<file path="config.mk">
export PLATFORM = sky130hd
export DESIGN_NAME = noc_vc_controller_flat
export DESIGN_NICKNAME = d
export VERILOG_FILES = /design/src/rtl/noc_vc_controller_pkg.sv /design/src/rtl/noc_control_interface.sv /design/src/rtl/noc_vc_controller_slot.sv /design/src/rtl/noc_vc_controller.sv /design/src/flat_wrapper.sv
export SDC_FILE = /design/constraint.sdc
export NUM_CORES = 1
export LEC_CHECK = 0
export CORE_UTILIZATION = 52
export CTS_BUF_LIST = sky130_fd_sc_hd__clkbuf_8
export DETAILED_ROUTE_END_ITERATION = 7
export PLACE_DENSITY = 0.92
export SYNTH_ARGS = -nofsm -noshare
export SYNTH_HDL_FRONTEND = slang
export SYNTH_SLANG_ARGS = --single-unit
</file>
<file path="constraint.sdc">
create_clock -name clk -period 3.7 [get_ports clk]
set_input_delay 0.74 -clock clk [delete_from_list [all_inputs] [get_ports clk]]
set_output_delay 0.74 -clock clk [all_outputs]
set_load 0.01 [all_outputs]
</file>
<file path="src/rtl/noc_vc_controller_pkg.sv">
// Shared NoC parameters and types for the virtual-channel controller.
package Noc_parameters;

    localparam int Noc_VC_Channel = 4;

    typedef enum logic [1:0] {
        IDLE,
        GRANTED,
        ACTIVE,
        DONE
    } vc_state_e;

    // Bits needed to hold a credit count from 0 up to and including depth.
    function automatic int credit_width(input int depth);
        return $clog2(depth + 1);
    endfunction

endpackage

</file>
<file path="src/rtl/noc_control_interface.sv">
// Handshake bundle between an upstream requester and a per-port VC controller.
interface Noc_control_interface #(
    parameter int Channel = Noc_parameters::Noc_VC_Channel
);
    logic [Channel-1:0] request;
    logic [Channel-1:0] free;
    logic [Channel-1:0] start_of_packet;
    logic [Channel-1:0] end_of_packet;
    logic [Channel-1:0] grant;

    modport controller (
        input  request, free, start_of_packet, end_of_packet,
        output grant
    );

    modport requester (
        output request, free, start_of_packet, end_of_packet,
        input  grant
    );
endinterface

</file>
<file path="src/rtl/noc_vc_controller_slot.sv">
// One virtual channel: allocation FSM plus downstream credit counter.
module noc_vc_slot
    import Noc_parameters::*;
#(
    parameter  int BufferDepth = 4,
    localparam int CreditWidth = credit_width(BufferDepth)
) (
    input  logic                   clk,
    input  logic                   rst_n,
    input  logic                   request_i,
    input  logic                   free_i,
    input  logic                   sop_i,
    input  logic                   eop_i,
    input  logic                   flit_sent_i,
    input  logic                   credit_return_i,
    output logic                   grant_o,
    output logic                   vc_active_o,
    output logic                   credit_avail_o,
    output logic [CreditWidth-1:0] credit_count_o,
    output logic                   proto_error_o
);

    localparam logic [CreditWidth-1:0] CreditMax = CreditWidth'(BufferDepth);

    vc_state_e              state_q, state_d;
    logic [CreditWidth-1:0] count_q, count_d;
    logic                   err_q, err_d;

    always_comb begin
        // NOTE: every next-state value is defaulted to its current value first so no path can infer a latch.
        state_d = state_q;
        count_d = count_q;
        err_d   = err_q;

        unique case (state_q)
            IDLE: begin
                // Credits gate only this transition; an owned VC is never revoked.
                if (request_i && count_q != '0) state_d = GRANTED;
            end
            GRANTED: begin
                if (free_i) err_d = 1'b1;
                if (sop_i && eop_i)  state_d = DONE;
                else if (sop_i)      state_d = ACTIVE;
                else if (eop_i)      err_d   = 1'b1;
                else if (!request_i) state_d = IDLE;
            end
            ACTIVE: begin
                if (sop_i || free_i) err_d = 1'b1;
                if (eop_i) state_d = DONE;
            end
            DONE: begin
                if (sop_i)  err_d   = 1'b1;
                if (free_i) state_d = IDLE;
            end
            default: state_d = IDLE;
        endcase

        if (flit_sent_i && !credit_return_i) begin
            if (count_q == '0) err_d   = 1'b1;
            else               count_d = count_q - CreditWidth'(1);
        end else if (credit_return_i && !flit_sent_i) begin
            if (count_q == CreditMax) err_d   = 1'b1;
            else                      count_d = count_q + CreditWidth'(1);
        end
    end

    always_ff @(posedge clk) begin
        // NOTE: state registers use non-blocking assignment so every flop samples pre-edge values.
        if (!rst_n) begin
            state_q <= IDLE;
            count_q <= CreditMax;
            err_q   <= 1'b0;
        end else begin
            state_q <= state_d;
            count_q <= count_d;
            err_q   <= err_d;
        end
    end

    assign grant_o        = (state_q != IDLE);
    assign vc_active_o    = (state_q == ACTIVE);
    assign credit_avail_o = (count_q != '0);
    assign credit_count_o = count_q;
    assign proto_error_o  = err_q;

endmodule

</file>
<file path="src/rtl/noc_vc_controller.sv">
// Per-output-port VC controller: one independent allocation slot per virtual channel.
module noc_vc_controller
    import Noc_parameters::*;
#(
    parameter  int Channel     = Noc_VC_Channel,
    parameter  int BufferDepth = 4,
    localparam int CreditWidth = credit_width(BufferDepth)
) (
    input  logic                           clk,
    input  logic                           rst_n,
    Noc_control_interface.controller       ctrl,
    input  logic [Channel-1:0]             flit_sent,
    input  logic [Channel-1:0]             credit_return,
    output logic [Channel-1:0]             credit_avail,
    output logic [Channel-1:0]             vc_active,
    output logic [Channel*CreditWidth-1:0] credit_count,
    output logic [Channel-1:0]             proto_error
);

    logic [Channel-1:0] grant_w;

    for (genvar i = 0; i < Channel; i++) begin : g_slot
        noc_vc_slot #(
            .BufferDepth(BufferDepth)
        ) u_slot (
            .clk            (clk),
            .rst_n          (rst_n),
            .request_i      (ctrl.request[i]),
            .free_i         (ctrl.free[i]),
            .sop_i          (ctrl.start_of_packet[i]),
            .eop_i          (ctrl.end_of_packet[i]),
            .flit_sent_i    (flit_sent[i]),
            .credit_return_i(credit_return[i]),
            .grant_o        (grant_w[i]),
            .vc_active_o    (vc_active[i]),
            .credit_avail_o (credit_avail[i]),
            .credit_count_o (credit_count[i*CreditWidth +: CreditWidth]),
            .proto_error_o  (proto_error[i])
        );
    end

    assign ctrl.grant = grant_w;

endmodule

</file>
<file path="src/flat_wrapper.sv">
// flat-port wrapper written by rule: the top's interface ports become plain ports
module noc_vc_controller_flat import Noc_parameters::*;
#(
    parameter  int Channel     = Noc_VC_Channel,
    parameter  int BufferDepth = 4,
    localparam int CreditWidth = credit_width(BufferDepth)
)
  (clk, rst_n, flit_sent, credit_return, credit_avail, vc_active, credit_count, proto_error, ctrl_request, ctrl_free, ctrl_start_of_packet, ctrl_end_of_packet, ctrl_grant);
  Noc_control_interface #(.Channel(Channel)) ctrl_i ();
  input  logic clk;
  input  logic rst_n;
  input  logic [Channel-1:0] flit_sent;
  input  logic [Channel-1:0] credit_return;
  output logic [Channel-1:0] credit_avail;
  output logic [Channel-1:0] vc_active;
  output logic [Channel*CreditWidth-1:0] credit_count;
  output logic [Channel-1:0] proto_error;
  input wire logic [$bits(ctrl_i.request)-1:0] ctrl_request;
  input wire logic [$bits(ctrl_i.free)-1:0] ctrl_free;
  input wire logic [$bits(ctrl_i.start_of_packet)-1:0] ctrl_start_of_packet;
  input wire logic [$bits(ctrl_i.end_of_packet)-1:0] ctrl_end_of_packet;
  output wire logic [$bits(ctrl_i.grant)-1:0] ctrl_grant;
  assign ctrl_i.request = ctrl_request;
  assign ctrl_i.free = ctrl_free;
  assign ctrl_i.start_of_packet = ctrl_start_of_packet;
  assign ctrl_i.end_of_packet = ctrl_end_of_packet;
  assign ctrl_grant = ctrl_i.grant;
  noc_vc_controller #(.Channel(Channel), .BufferDepth(BufferDepth)) u_core (.clk(clk), .rst_n(rst_n), .ctrl(ctrl_i), .flit_sent(flit_sent), .credit_return(credit_return), .credit_avail(credit_avail), .vc_active(vc_active), .credit_count(credit_count), .proto_error(proto_error));
endmodule
</file>
# Yosys cells after proc, flatten, opt, wreduce, memory -nomap -nowiden
# Index checks and enable logic that the tools add are counted.
classes:
  n_eq_ne: 44
  n_addsub: 8
  n_reduce_logical: 56
  n_mux: 92
ops:
  columns: ["op", "n"]
  rows:
  - ["$mux W2", 28]
  - ["$mux W3", 16]
  - ["$mux W1", 40]
  - ["$ne A2 B2 Y1 const B", 20]
  - ["$ne A4 B4 Y1 const B", 8]
  - ["$pmux W2 S4", 4]
  - ["$reduce_and A5 Y1", 4]
  - ["$eq A2 B2 Y1 const B", 8]
  - ["$logic_and A1 B1 Y1", 16]
  - ["$reduce_bool A2 Y1", 8]
  - ["$add A3 B1 Y3 const B", 4]
  - ["$eq A3 B3 Y1 const B", 4]
  - ["$logic_not A3 Y1", 4]
  - ["$pmux W1 S3", 4]
  - ["$reduce_and A3 Y1", 4]
  - ["$reduce_bool A3 Y1", 4]
  - ["$sub A3 B1 Y3 const B", 4]
  - ["$eq A2 B1 Y1 const B", 4]
  - ["$logic_not A1 Y1", 8]
  - ["$logic_not A2 Y1", 4]
  - ["$logic_or A1 B1 Y1", 4]
word_totals:
  out_inout_bits: 28
  inputBits: 26
  word_cells: 212
  register_bits: 24

# Depth between registers and ports, before layout
# Gate-level depths: netlist of run 1.
depth:
  depth_word: 8
  mapped_depth: 8
  depth_no_buf: 8

# Hierarchy
# From an unflattened synthesis of run 1, not the netlist that was laid out.
hier_totals:
  hier_cells: 196
  area_unflattened_um2: 1657.8
modules_own_cells:
  columns: ["mod", "area_per_inst_um2", "seq_area_each_um2", "n_inst", "cells_per_inst"]
  rows:
  - ["noc_vc_slot at u_core.g_slot[0].u_slot ...", 414.1, 120.1, 3, 49]
  - ["noc_vc_slot at u_core.g_slot[3].u_slot", 415.4, 120.1, 1, 49]

# Worst setup path after synthesis of run 1
# No wires, ideal clock.
synth_timing:
  path_type: "input -> register"
  startpoint: "in credit_return[2]"
  endpoint: "reg u_core.g_slot[2].u_slot.count_q[2]"
  path_stages: 8
  t_arrival_ns: 2.014
  setup_time_ns: 0.128
  slack_ns: 1.558
  required_ns: 3.572
  n_path_buf: 0
  cell_sequence: "inv_1 > ha_1 > inv_1 > fa_1 > xor2_1 > a211oi_1 > xnor2_1 > nand2_1"
synth_via:
  elab_chain_len: 4
  word_cells_on_any_way: 8
  classes_between: "eq/ne (2); mux (1); reduce/logical (5)"
synth_lines:
  columns: ["item", "line_no", "source"]
  rows:
  - ["start, declared", "flat_wrapper.sv:13", "input logic [Channel-1:0] credit_return;"]
  - ["$logic_not A1 Y1", "noc_vc_controller_slot.sv:58", "if (flit_sent_i && !credit_return_i) begin"]
  - ["$logic_and A1 B1 Y1", "noc_vc_controller_slot.sv:58", null]
  - ["$ne A2 B2 Y1 (no line) or $reduce_bool A2 Y1 (tied branches)", null, null]
  - ["$reduce_and A3 Y1 (no line)", null, null]
  - ["end signal, assigned", "noc_vc_controller_slot.sv:71", "count_q <= CreditMax;"]
  - ["end signal, assigned", "noc_vc_controller_slot.sv:75", "count_q <= count_d;"]
  - ["end, declared", "noc_vc_controller_slot.sv:26", "logic [CreditWidth-1:0] count_q, count_d;"]
# Parallel ways exist; a longest one is shown, timed or not.
# A chain may end at the register's enable or synchronous reset.

# Worst setup path in the final report of run 1
layout_timing:
  startpoint: "in flit_sent[3]"
  endpoint: "reg u_core.g_slot[3].u_slot.count_q[2]"
layout_via:
  elab_chain_len: 4
  word_cells_on_any_way: 8
  classes_between: "eq/ne (2); mux (1); reduce/logical (5)"
layout_lines:
  columns: ["item", "line_no", "source"]
  rows:
  - ["start, declared", "flat_wrapper.sv:12", "input logic [Channel-1:0] flit_sent;"]
  - ["$logic_not A1 Y1", "noc_vc_controller_slot.sv:61", "end else if (credit_return_i && !flit_sent_i) begin"]
  - ["$logic_and A1 B1 Y1", "noc_vc_controller_slot.sv:61", null]
  - ["$reduce_bool A2 Y1 (no line)", null, null]
  - ["$reduce_and A3 Y1 (no line)", null, null]
  - ["end signal, assigned", "noc_vc_controller_slot.sv:71", null]
  - ["end signal, assigned", "noc_vc_controller_slot.sv:75", null]
  - ["end, declared", "noc_vc_controller_slot.sv:26", null]
# Parallel ways exist; a longest one is shown, timed or not.

==> results of run 1 <==
## logic make-up after synthesis
group	after synthesis	synth area share, %
AOI/OAI and AO/OA	52	19.8
xor gates and xnor gates	12	6.19
adders and majority gates	12	10.6
and+or+nand+nor	62	19.3
DFF	24	28.3
muxes	3	1.91
buffers and inverters	45	13.9
## metal layers
| metal | track usage [%] | up-vias |
|---|---|---|
| li1 | - | 769 |
| met1 | 25.0 | 681 |
| met2 | 37.7 | 42 |
| met3 | 5.02 | 7 |
| met4 | 6.46 | 0 |
| met5 | 0 | - |
## critical path, cell delays in order
cell and delay (ns):
clkdlybuf4s50_1 0.48, ha_1 0.25, inv_1 0.10, fa_1 0.38
xor2_1 0.15, a211oi_1 0.31, xnor2_1 0.17, nand2_1 0.07
## through the flow
step / hold slack (ns) / power [mW]
floorplan: 0.454 / 0.491
global placement: 0.465 / 0.577
detailed placement: 0.475 / 0.586
CTS: 0.500 / 0.822
global route: 0.524 / 0.861
finish: 0.494 / 0.817
## report_power, final
group / internal [mW] / total, mW / switching, mW
clock network: 0.145 / 0.237 / 0.0924
registers: 0.286 / 0.323 / 0.0365
logic: 0.145 / 0.257 / 0.112
## worst paths after layout
path / start / endpoint / depth (start not counted)
hold reg to reg: u_core.g_slot[1].u_slot.proto_error_o / u_core.g_slot[1].u_slot.proto_error_o / 1
setup reg to reg: u_core.g_slot[3].u_slot.credit_count_o[0] / u_core.g_slot[3].u_slot.credit_count_o[2] / 6
setup / recovery: flit_sent[3] / u_core.g_slot[3].u_slot.credit_count_o[2] / 8
hold / removal: u_core.g_slot[1].u_slot.proto_error_o / u_core.g_slot[1].u_slot.proto_error_o / 1
## area by class of cell
class                   instances  area share, %
clock buffers                   3           1.87
clock inverters                 1           1.36
inverters                      25           4.24
multi-input cells             141           44.4
flip-flops and latches         24           21.7
well taps                      44           2.49
repair buffers                 53           24.0
## layout by cell type, fill, tap and decap left out, types with 7 or more instances in the layout
cell / n
nand2_1: 12
inv_1: 24
ha_1: 8
a21oi_1: 19
o21ai_0: 7
nor2b_1: 7
clkdlybuf4s50_1: 53
a211oi_1: 11
nor2_1: 17
xor2_1: 8
dfxtp_1: 24
==> impl_results.md, run 1 <==
- Hold buffers post-CTS: 0
- Via density: around 5
- Largest net degree at the start of global routing: 18
- Layout cells sized above 1: 3.24%
- Pwr Density: about 370 nW/um2
- Core area: about 3000 um2
- Area occupied by registers: 480 um2
- Cell Area, Synth: 1700 um2
- Tcrit/Tclk final: about two thirds
- Critical path class: in -> reg
- Vias in the first global route: approximately 1400
- TritonRoute pass-1 iters: 6
- Worst EP required: between 3 and 4 ns
- Iter 0 DRT Violations: 67
- Maximum vdd drop: ~0.31 mV
- Seq/Total Area, Yosys: 28.3%
- Multi-input logic area: 982 um2
- Non-Filler Instances: slightly below 300
- Main synth FF type: dfxtp_1
- Met3 wire len: ~190 um
- Layout area overhead: 30.3%
- Number of cells after detailed placement: between 200 and 300
- Via count: roughly 1500
- Clock buffer depth: 2
- RSZ-0062 raised after global routing: false
- Num CTS Buffers: 3
- Mapped Nets: around 250
- R2r setup slk: approximately 2.0 ns
- Die span in y: a little under 60 um
- Post-layout util: a little under three quarters
- Max layer used: met4
- Clock slew at reported path FFs: 0.09 ns
- Number of core rows: 20
- N_diodes: 0
- Startpoint Class: primary input
- Leading area contributor after synthesis: dfxtp_1
- Gr usage total: a little over a fifth
- First-pass GRT wire length: roughly 5.6 mm
- Max Clock Skew: 0.00344 ns
- Fill cells: 250
- Clk_lat worst skew: about 0.27 ns
- Synth Area per Inst: about 8.1 um2
- Top post-synthesis cells by area: dfxtp_1 (28%), buf_4 (7.1%), ha_1 (5.9%)
- Hpwl dp: roughly 2.7 mm
- Total gr overflow: 0
- Fin area: ~2200 um2
- Wirelength per Cell: around 12 um
- Cts repair resizes: 0
- Area after DPL: around 2100 um2
- Final WS setup: around 1.2 ns
- Post-Place Worst Slack: around 0.92 ns
- Clock root cell: clkbuf_8
- Pleak: around 0.84 nW
- # DRC: 0
- Initial antenna violation count: 0
- Total Die Area: 3500 um2
- # clock sinks: 24
- Worst slew pin tran: 0.371 ns
- Post-CTS Repair Setup Buffers: 0
- Gp weighted congestion: 0.795
- Slew margin rel.: about 75%
- DRT met1 WL: about 1.5 mm
- Post-synth EDFFs: 0
- DRT antenna net count: 0
- Yosys Warn Count: 0
- Ports: 54
- Final setup vio count: 0
- # nets final: 286
- Final-report max-slew violation count: 0
- CTS tree: built
- Top-area cell type share of the netlist area: between 20% and 30%
- Yosys cell types: 34
- Max-cap violations: 0
- IO Port Bufs: 53
- #FFs+latches synth: 24
- Fin. Hold Viols: 0
- CP max FO: 4
- Initial Utilization: a little under three fifths
- Min Tclk post-route: about 2.5 ns
- Total Wirelength: 3.49 mm
- Ys async rst share: 0%
- Met2 wire length: ~1.7 mm
- Run status: finished, final reports clean
- H-Tree Depth: 1
- Die span in x: roughly 59 um
- Highest clock rate: approximately 0.4 GHz
- Hold/Removal Path Class: reg -> reg
- Setup TNS: 0 ns
- Commonest cells post-synth: dfxtp_1 (24), inv_1 (24), a21oi_1 (19), nor2_1 (17), buf_4 (16)
- Crit. End Element: register
- Worst Path Arrival: around 2.7 ns
- Syn Inst Count: 210
(Power assumes the default switching activity.)
==> inputs of run 2 (changes only) <==
--- a/config.mk
+++ b/config.mk
@@ -5,10 +5,10 @@
 export SDC_FILE = /design/constraint.sdc
 export NUM_CORES = 1
 export LEC_CHECK = 0
-export CORE_UTILIZATION = 52
+export CORE_UTILIZATION = 48
 export CTS_BUF_LIST = sky130_fd_sc_hd__clkbuf_8
 export DETAILED_ROUTE_END_ITERATION = 7
-export PLACE_DENSITY = 0.92
+export PLACE_DENSITY = 0.86
 export SYNTH_ARGS = -nofsm -noshare
 export SYNTH_HDL_FRONTEND = slang
 export SYNTH_SLANG_ARGS = --single-unit
==> constraint.sdc (replaced) <==
create_clock -name clk -period 2.4 [get_ports clk]
set_input_delay 0.48 -clock clk [delete_from_list [all_inputs] [get_ports clk]]
set_output_delay 0.48 -clock clk [all_outputs]
set_load 0.01 [all_outputs]
==> run 2 against run 1 <==
Cell area grew 0.11%. Sequential cell count is the same. Via count grew 1.0%. Cell count grew 1.7%. Largest power group unchanged. Critical path type unchanged. Worst hold slack gained 0.0056 ns. Clock power shrank 3%. Non-clock buffer count grew 4. Wire length shrank 3.0%. Critical path depth is the same. Highest routed layer unchanged. First-iteration DRC count grew 27%. Clock skew shrank 0.0014 ns. Setup slack lost 0.90 ns.
==> impl_results.md, run 2 (same netlist as run 1, synthesis figures left out) <==
- Run status: finished, final reports clean
- Min Tclk post-route: 2.10 ns
- Gp weighted congestion: 0.731 (-8.1%)
- Total gr overflow: 0 (unchanged)
- Most frequent cells in the layout: clkdlybuf4s50_1 (53), inv_1 (24), dfxtp_1 (24), a21oi_1 (19), nor2_1 (17)
- Final setup vio count: 0 (unchanged)
- Final-report max-slew violation count: 0 (unchanged)
- Crit-path slowest cell: clkdlybuf4s50_1
- Initial antenna violation count: 0 (unchanged)
- # DRC: 0 (unchanged)
- Fill cells: 311 (+24%)
- Startpoint Class: primary input
- Cts repair resizes: 0 (unchanged)
- Met1 GRT Util: 24.4% (-0.64 points)
- Fin area: 2220 um2 (+0.11%)
- Hold slack: 0.500 ns (+0.00565 ns)
- Fin. Hold Viols: 0 (unchanged)
- GRT met2 Usage: 33.0% (-4.6 points)
- Die span in y: 61.5 um (+3.9%)
- Num CTS Buffers: 3 (unchanged)
- Largest net degree at the start of global routing: 18 (unchanged)
- Via density: 5.11 (-0.71%)
- Max Clock Skew: 0.00206 ns (-0.00139 ns)
- Setup TNS: 0 ns (unchanged)
- Clock buffer depth: 2 (unchanged)
- IO Port Bufs: 53 (unchanged)
- Wirelength per Cell: 11.4 um (-4.6%)
- Hold/Removal Path Class: reg -> reg
- Worst EP required: 2.54 ns (-1.32 ns)
- Seq pwr share: 44.4% (+4.9 points)
- Via count: 1514 (+1.0%)
- Layout cells sized above 1: 4.40% (+1.2 points)
- Highest clock rate: roughly 0.48 GHz
- Layout area overhead: 30.4%
- Max-cap violations: 0 (unchanged)
- CP max FO: 3 (-1)
- Hpwl dp: 2.67 mm (-1.1%)
- Clock root cell: clkbuf_8
- Commonest non-fill, non-tap cell in the layout: clkdlybuf4s50_1
- Slew margin rel.: 75.8% (+0.57 points)
- Gr usage total: 19.1% (-2.0 points)
- Total Wirelength: 3.39 mm (-3.0%)
- Critical path class: in -> reg
- # nets final: 290 (+1.4%)
- Worst slew pin tran: 0.362 ns (-0.00848 ns)
- RSZ-0062 raised after global routing: false
- Ports: 54 (unchanged)
- N_diodes: 0 (unchanged)
- Net Switching: 0.344 mW (+43%)
- Area after DPL: 2170 um2 (+1.5%)
- First-pass GRT wire length: 5.44 mm (-3.2%)
- H-Tree Depth: 1 (unchanged)
- Hold buffers post-CTS: 0 (unchanged)
- Post-layout util: 65.9% (-6.0 points)
- Die span in x: 61.5 um (+3.9%)
- Maximum vdd drop: 0.420 mV (+34%)
- Pwr Total: 1.12 mW (+38%)
- Iter 0 DRT Violations: 85 (+27%)
- Tcrit/Tclk final: between 80% and 90%
- Met3 usage: 5.04% (+0.020 points)
- Worst Path Arrival: 2.24 ns (-0.42 ns)
- Crit path cell chain: clkdlybuf4s50_1, ha_1, inv_1, fa_1, xor2_1, a211oi_1, xnor2_1, nand2_1
- Grt peak-use layer: met2
- Post-CTS Repair Setup Buffers: 0 (unchanged)
- Total Die Area: 3780 um2 (+8.0%)
- Initial Utilization: 50.5% (-4.7 points)
- Switching power share of the total: 30.6% (+1.2 points)
- Number of core rows: 21 (+5.0%)
- Pleak: 0.843 nW (+0.76%)
- DRT antenna net count: 0 (unchanged)
- # clock sinks: 24 (unchanged)
- Vias in the first global route: 1289 (-5.2%)
- Logic gate share of total power: 35.1% (+3.7 points)
- Crit. End Element: register
- Critical path's largest stage delay: 0.48 ns (about the same)
- Core area: 3360 um2 (+9.3%)
- Clock power frac: 20.5% (-8.5 points)
- Clk_lat worst skew: 0.26 ns (about the same)
- TritonRoute pass-1 iters: 4 (-2)
- Pwr Density: 507 nW/um2 (+37%)
- R2r setup slk: 0.68 ns (-1.28 ns)
- P_int: 0.780 mW (+35%)
- CTS tree: built
- Clock slew at reported path FFs: 0.08 ns (about the same)
[run 2: cell types whose count changed in the layout (fill, tap and decap cells not counted), sizes merged]
cell,delta
bufinv,-1
buf,+4
[run 2: power by group through the flow]
stage | logic (mW) | registers (mW) | clock network, mW
floorplan | 0.257 | 0.500 | 0
detailed placement | 0.398 | 0.508 | 0
CTS | 0.400 | 0.499 | 0.241
finish | 0.395 | 0.499 | 0.230
global route | 0.443 | 0.507 | 0.255
global placement | 0.389 | 0.506 | 0
[run 2: metrics by stage]
step,cells,worst slack [ns]
global placement,293,0.0788
finish,296,0.303
floorplan,210,0.518
detailed placement,293,0.0274
global route,296,0.184
CTS,296,0.303
[run 2: per-layer routing]
layer	wire length, um	share of wire [%]	vias to the layer above
met4	8	0.24	0
met3	227	6.7	2
met2	1530	45	40
met5	0	0	-
met1	1620	48	691
li1	-	-	781
[run 2: cell type report]
type / instances / area [um2] / area share (%)
Sequential cell: 24 / 480 / 21.7
Multi-Input combinational cell: 141 / 982 / 44.3
Tap cell: 46 / 57.6 / 2.60
Clock buffer: 3 / 41.3 / 1.86
Inverter: 25 / 93.8 / 4.23
Timing Repair Buffer: 57 / 561 / 25.3
[run 2: path summary, 6_finish.rpt]
| check | cells after the start | end | from |
|---|---|---|---|
| setup / recovery | 8 | u_core.g_slot[0].u_slot.credit_count_o[2] | flit_sent[0] |
| hold / removal | 1 | u_core.g_slot[2].u_slot.proto_error_o | u_core.g_slot[2].u_slot.proto_error_o |
| setup reg to reg | 6 | u_core.g_slot[0].u_slot.credit_count_o[2] | u_core.g_slot[0].u_slot.credit_count_o[0] |
| hold reg to reg | 1 | u_core.g_slot[2].u_slot.proto_error_o | u_core.g_slot[2].u_slot.proto_error_o |
[run 2: worst max-delay path: cells and delay by family]
kind | cells | cell delay (ns)
buffers and inverters | 2 | 0.56
adders and majority gates | 2 | 0.55
xor gates and xnor gates | 2 | 0.31
AOI/OAI and AO/OA | 1 | 0.28
and+or+nand+nor | 1 | 0.06
==> inputs of run 3 (changes only) <==
==> constraint.sdc (replaced) <==
create_clock -name clk -period 2.1 [get_ports clk]
set_input_delay 0.42 -clock clk [delete_from_list [all_inputs] [get_ports clk]]
set_output_delay 0.42 -clock clk [all_outputs]
set_load 0.01 [all_outputs]
==> run 3 against run 2 <==
Cell area is 2.7% higher. Power increased by 28%. Clock power grew 77%. Sequential cell count unchanged. Sequential share of layout area is 0.57 points lower. Sequential power increased by 14%. Non-clock buffer count is 4 higher. Worst hold slack got worse by 0.00088 ns. First-iteration DRC count is 15% lower. Cell count rose by 1.7%. Critical endpoint is now u_core.g_slot[2].u_slot.credit_count_o[2].
==> impl_results.md, run 3 (same netlist as run 1, synthesis figures left out) <==
- Run status: finished, final reports clean
- Num CTS Buffers: 3 (unchanged)
- Pwr Total: 1.44 mW (+28%)
- H-Tree Depth: 1 (unchanged)
- RR Endpoint: u_core.g_slot[2].u_slot.credit_count_o[2]
- Tcrit/Tclk final: between 90 and 100%
- Clock slew at reported path FFs: 0.09 ns (about the same)
- Clock buffer depth: 2 (unchanged)
- Initial Utilization: 50.5% (unchanged)
- Initial antenna violation count: 0 (unchanged)
- Iter 0 DRT Violations: 72 (-15%)
- # clock sinks: 24 (unchanged)
- Layout area overhead: 33.9%
- Slew margin rel.: 78.7% (+2.9 points)
- TritonRoute pass-1 iters: 4 (unchanged)
- Post-layout util: 67.7% (+1.8 points)
- Gp weighted congestion: 0.724 (-0.97%)
- Maximum vdd drop: 0.478 mV (+14%)
- Reg-to-Reg Start: u_core.g_slot[2].u_slot.credit_count_o[0]
- Number of core rows: 21 (unchanged)
- Commonest non-fill, non-tap cell in the layout: clkdlybuf4s50_1
- Crit. End Element: register
- Die span in y: 61.5 um (unchanged)
- N_diodes: 0 (unchanged)
- Total gr overflow: 0 (unchanged)
- Hold/Removal Path Class: reg -> reg
- Total Die Area: 3780 um2 (unchanged)
- Crit path from: flit_sent[2]
- Worst Path Arrival: 2.19 ns (-0.05 ns)
- Via density: 5.16 (+0.81%)
- IO Port Bufs: 53 (unchanged)
- Clock root cell: clkbuf_8
- Gr usage total: 19.4% (+0.28 points)
- Final-report max-slew violation count: 0 (unchanged)
- DRT antenna net count: 0 (unchanged)
- Core area: 3360 um2 (unchanged)
- Largest net degree at the start of global routing: 18 (unchanged)
- First-pass GRT wire length: 5.44 mm (unchanged)
- Setup TNS: 0 ns (unchanged)
- Most frequent cells in the layout: clkdlybuf4s50_1 (53), inv_1 (24), dfxtp_1 (24), a21oi_1 (19), nor2_1 (17)
- R2r setup slk: 0.40 ns (-0.28 ns)
- # DRC: 0 (unchanged)
- Hold buffers post-CTS: 0 (unchanged)
- # nets final: 294 (+1.4%)
- RSZ-0062 raised after global routing: false
- Wirelength per Cell: 11.7 um (+2.0%)
- Worst reg-to-reg path cell count: 6 (unchanged)
- Setup crit end: u_core.g_slot[2].u_slot.credit_count_o[2]
- Layout cells sized above 1: 6.27% (+1.9 points)
- CTS tree: built
- Max-cap violations: 0 (unchanged)
- Fin. Hold Viols: 0 (unchanged)
- Area after DPL: 2200 um2 (+1.4%)
- Pwr Density: 633 nW/um2 (+25%)
- Final setup vio count: 0 (unchanged)
- CP max FO: 2 (-1)
- Hold slack: 0.499 ns (-0.000879 ns)
- Startpoint Class: primary input
- Clk_lat worst skew: 0.27 ns (about the same)
- Cts repair resizes: 0 (unchanged)
- Min Tclk post-route: around 2.0 ns
- Highest clock rate: 0.495 GHz
- Post-CTS Repair Setup Buffers: 0 (unchanged)
- Ports: 54 (unchanged)
- Hpwl dp: 2.74 mm (+2.6%)
- Max Clock Skew: 0.00547 ns (+0.00341 ns)
- Vias in the first global route: 1347 (+4.5%)
- Pleak: 0.877 nW (+4.0%)
- Critical path class: in -> reg
- Worst EP required: 2.27 ns (-0.27 ns)
- Via count: 1552 (+2.5%)
- Fin area: 2280 um2 (+2.7%)
- Die span in x: 61.5 um (unchanged)
- Total Wirelength: 3.51 mm (+3.7%)
- Worst slew pin tran: 0.319 ns (-0.0430 ns)
[run 3: cell types whose count changed in the layout (fill, tap and decap cells not counted), sizes merged]
cell,delta
buf,+4
bufinv,+1
[run 3: metrics by stage]
step           instances  worst slack [ns]
5_1_grt              301           0.00855
6_report             301            0.0800
3_3_place_gp         297            -0.144
4_1_cts              301            0.0700
2_1_floorplan        210             0.278
3_5_place_dp         297            -0.228
[run 3: worst min path at each step]
stage	end	cells past startpoint	startpoint	slack, ns
2_1_floorplan	u_core.g_slot[1].u_slot.proto_error_o	1	u_core.g_slot[1].u_slot.proto_error_o	0.45
3_3_place_gp	u_core.g_slot[1].u_slot.proto_error_o	1	u_core.g_slot[1].u_slot.proto_error_o	0.46
3_5_place_dp	u_core.g_slot[1].u_slot.proto_error_o	1	u_core.g_slot[1].u_slot.proto_error_o	0.47
4_1_cts	u_core.g_slot[1].u_slot.proto_error_o	1	u_core.g_slot[1].u_slot.proto_error_o	0.50
5_1_grt	u_core.g_slot[1].u_slot.proto_error_o	1	u_core.g_slot[1].u_slot.proto_error_o	0.52
6_report	u_core.g_slot[1].u_slot.proto_error_o	1	u_core.g_slot[1].u_slot.proto_error_o	0.50
[run 3: layout make-up]
cell class	instances	area, um2
clock inverter	1	30.0
timing repair buffer	61	591
clock buffer	3	41.3
fill	309	1090
tap	46	57.6
multi-input combinational	141	982
inverter	25	93.8
sequential	24	480
[run 3: power breakdown]
group,switching (mW),leakage (nW),internal (mW),total (mW)
Sequential,0.0640,0.197,0.505,0.569
Combinational,0.202,0.644,0.263,0.465
Clock,0.151,0.0357,0.255,0.406
[run 3: metal layers]
metal,vias to the layer above,global-route usage (%),wire length (um)
met5,-,0,0
met4,0,5.08,36
met3,6,4.41,231
met2,54,33.9,1630
met1,703,23.9,1620
li1,789,-,-
[run 3: worst max-delay path, cell delays in order]
cell and delay [ns]:
clkdlybuf4s50_1 0.49, ha_1 0.18, inv_1 0.07, fa_1 0.38, xor2_1 0.16, a211oi_1 0.28, xnor2_1 0.16, nand2_1 0.07
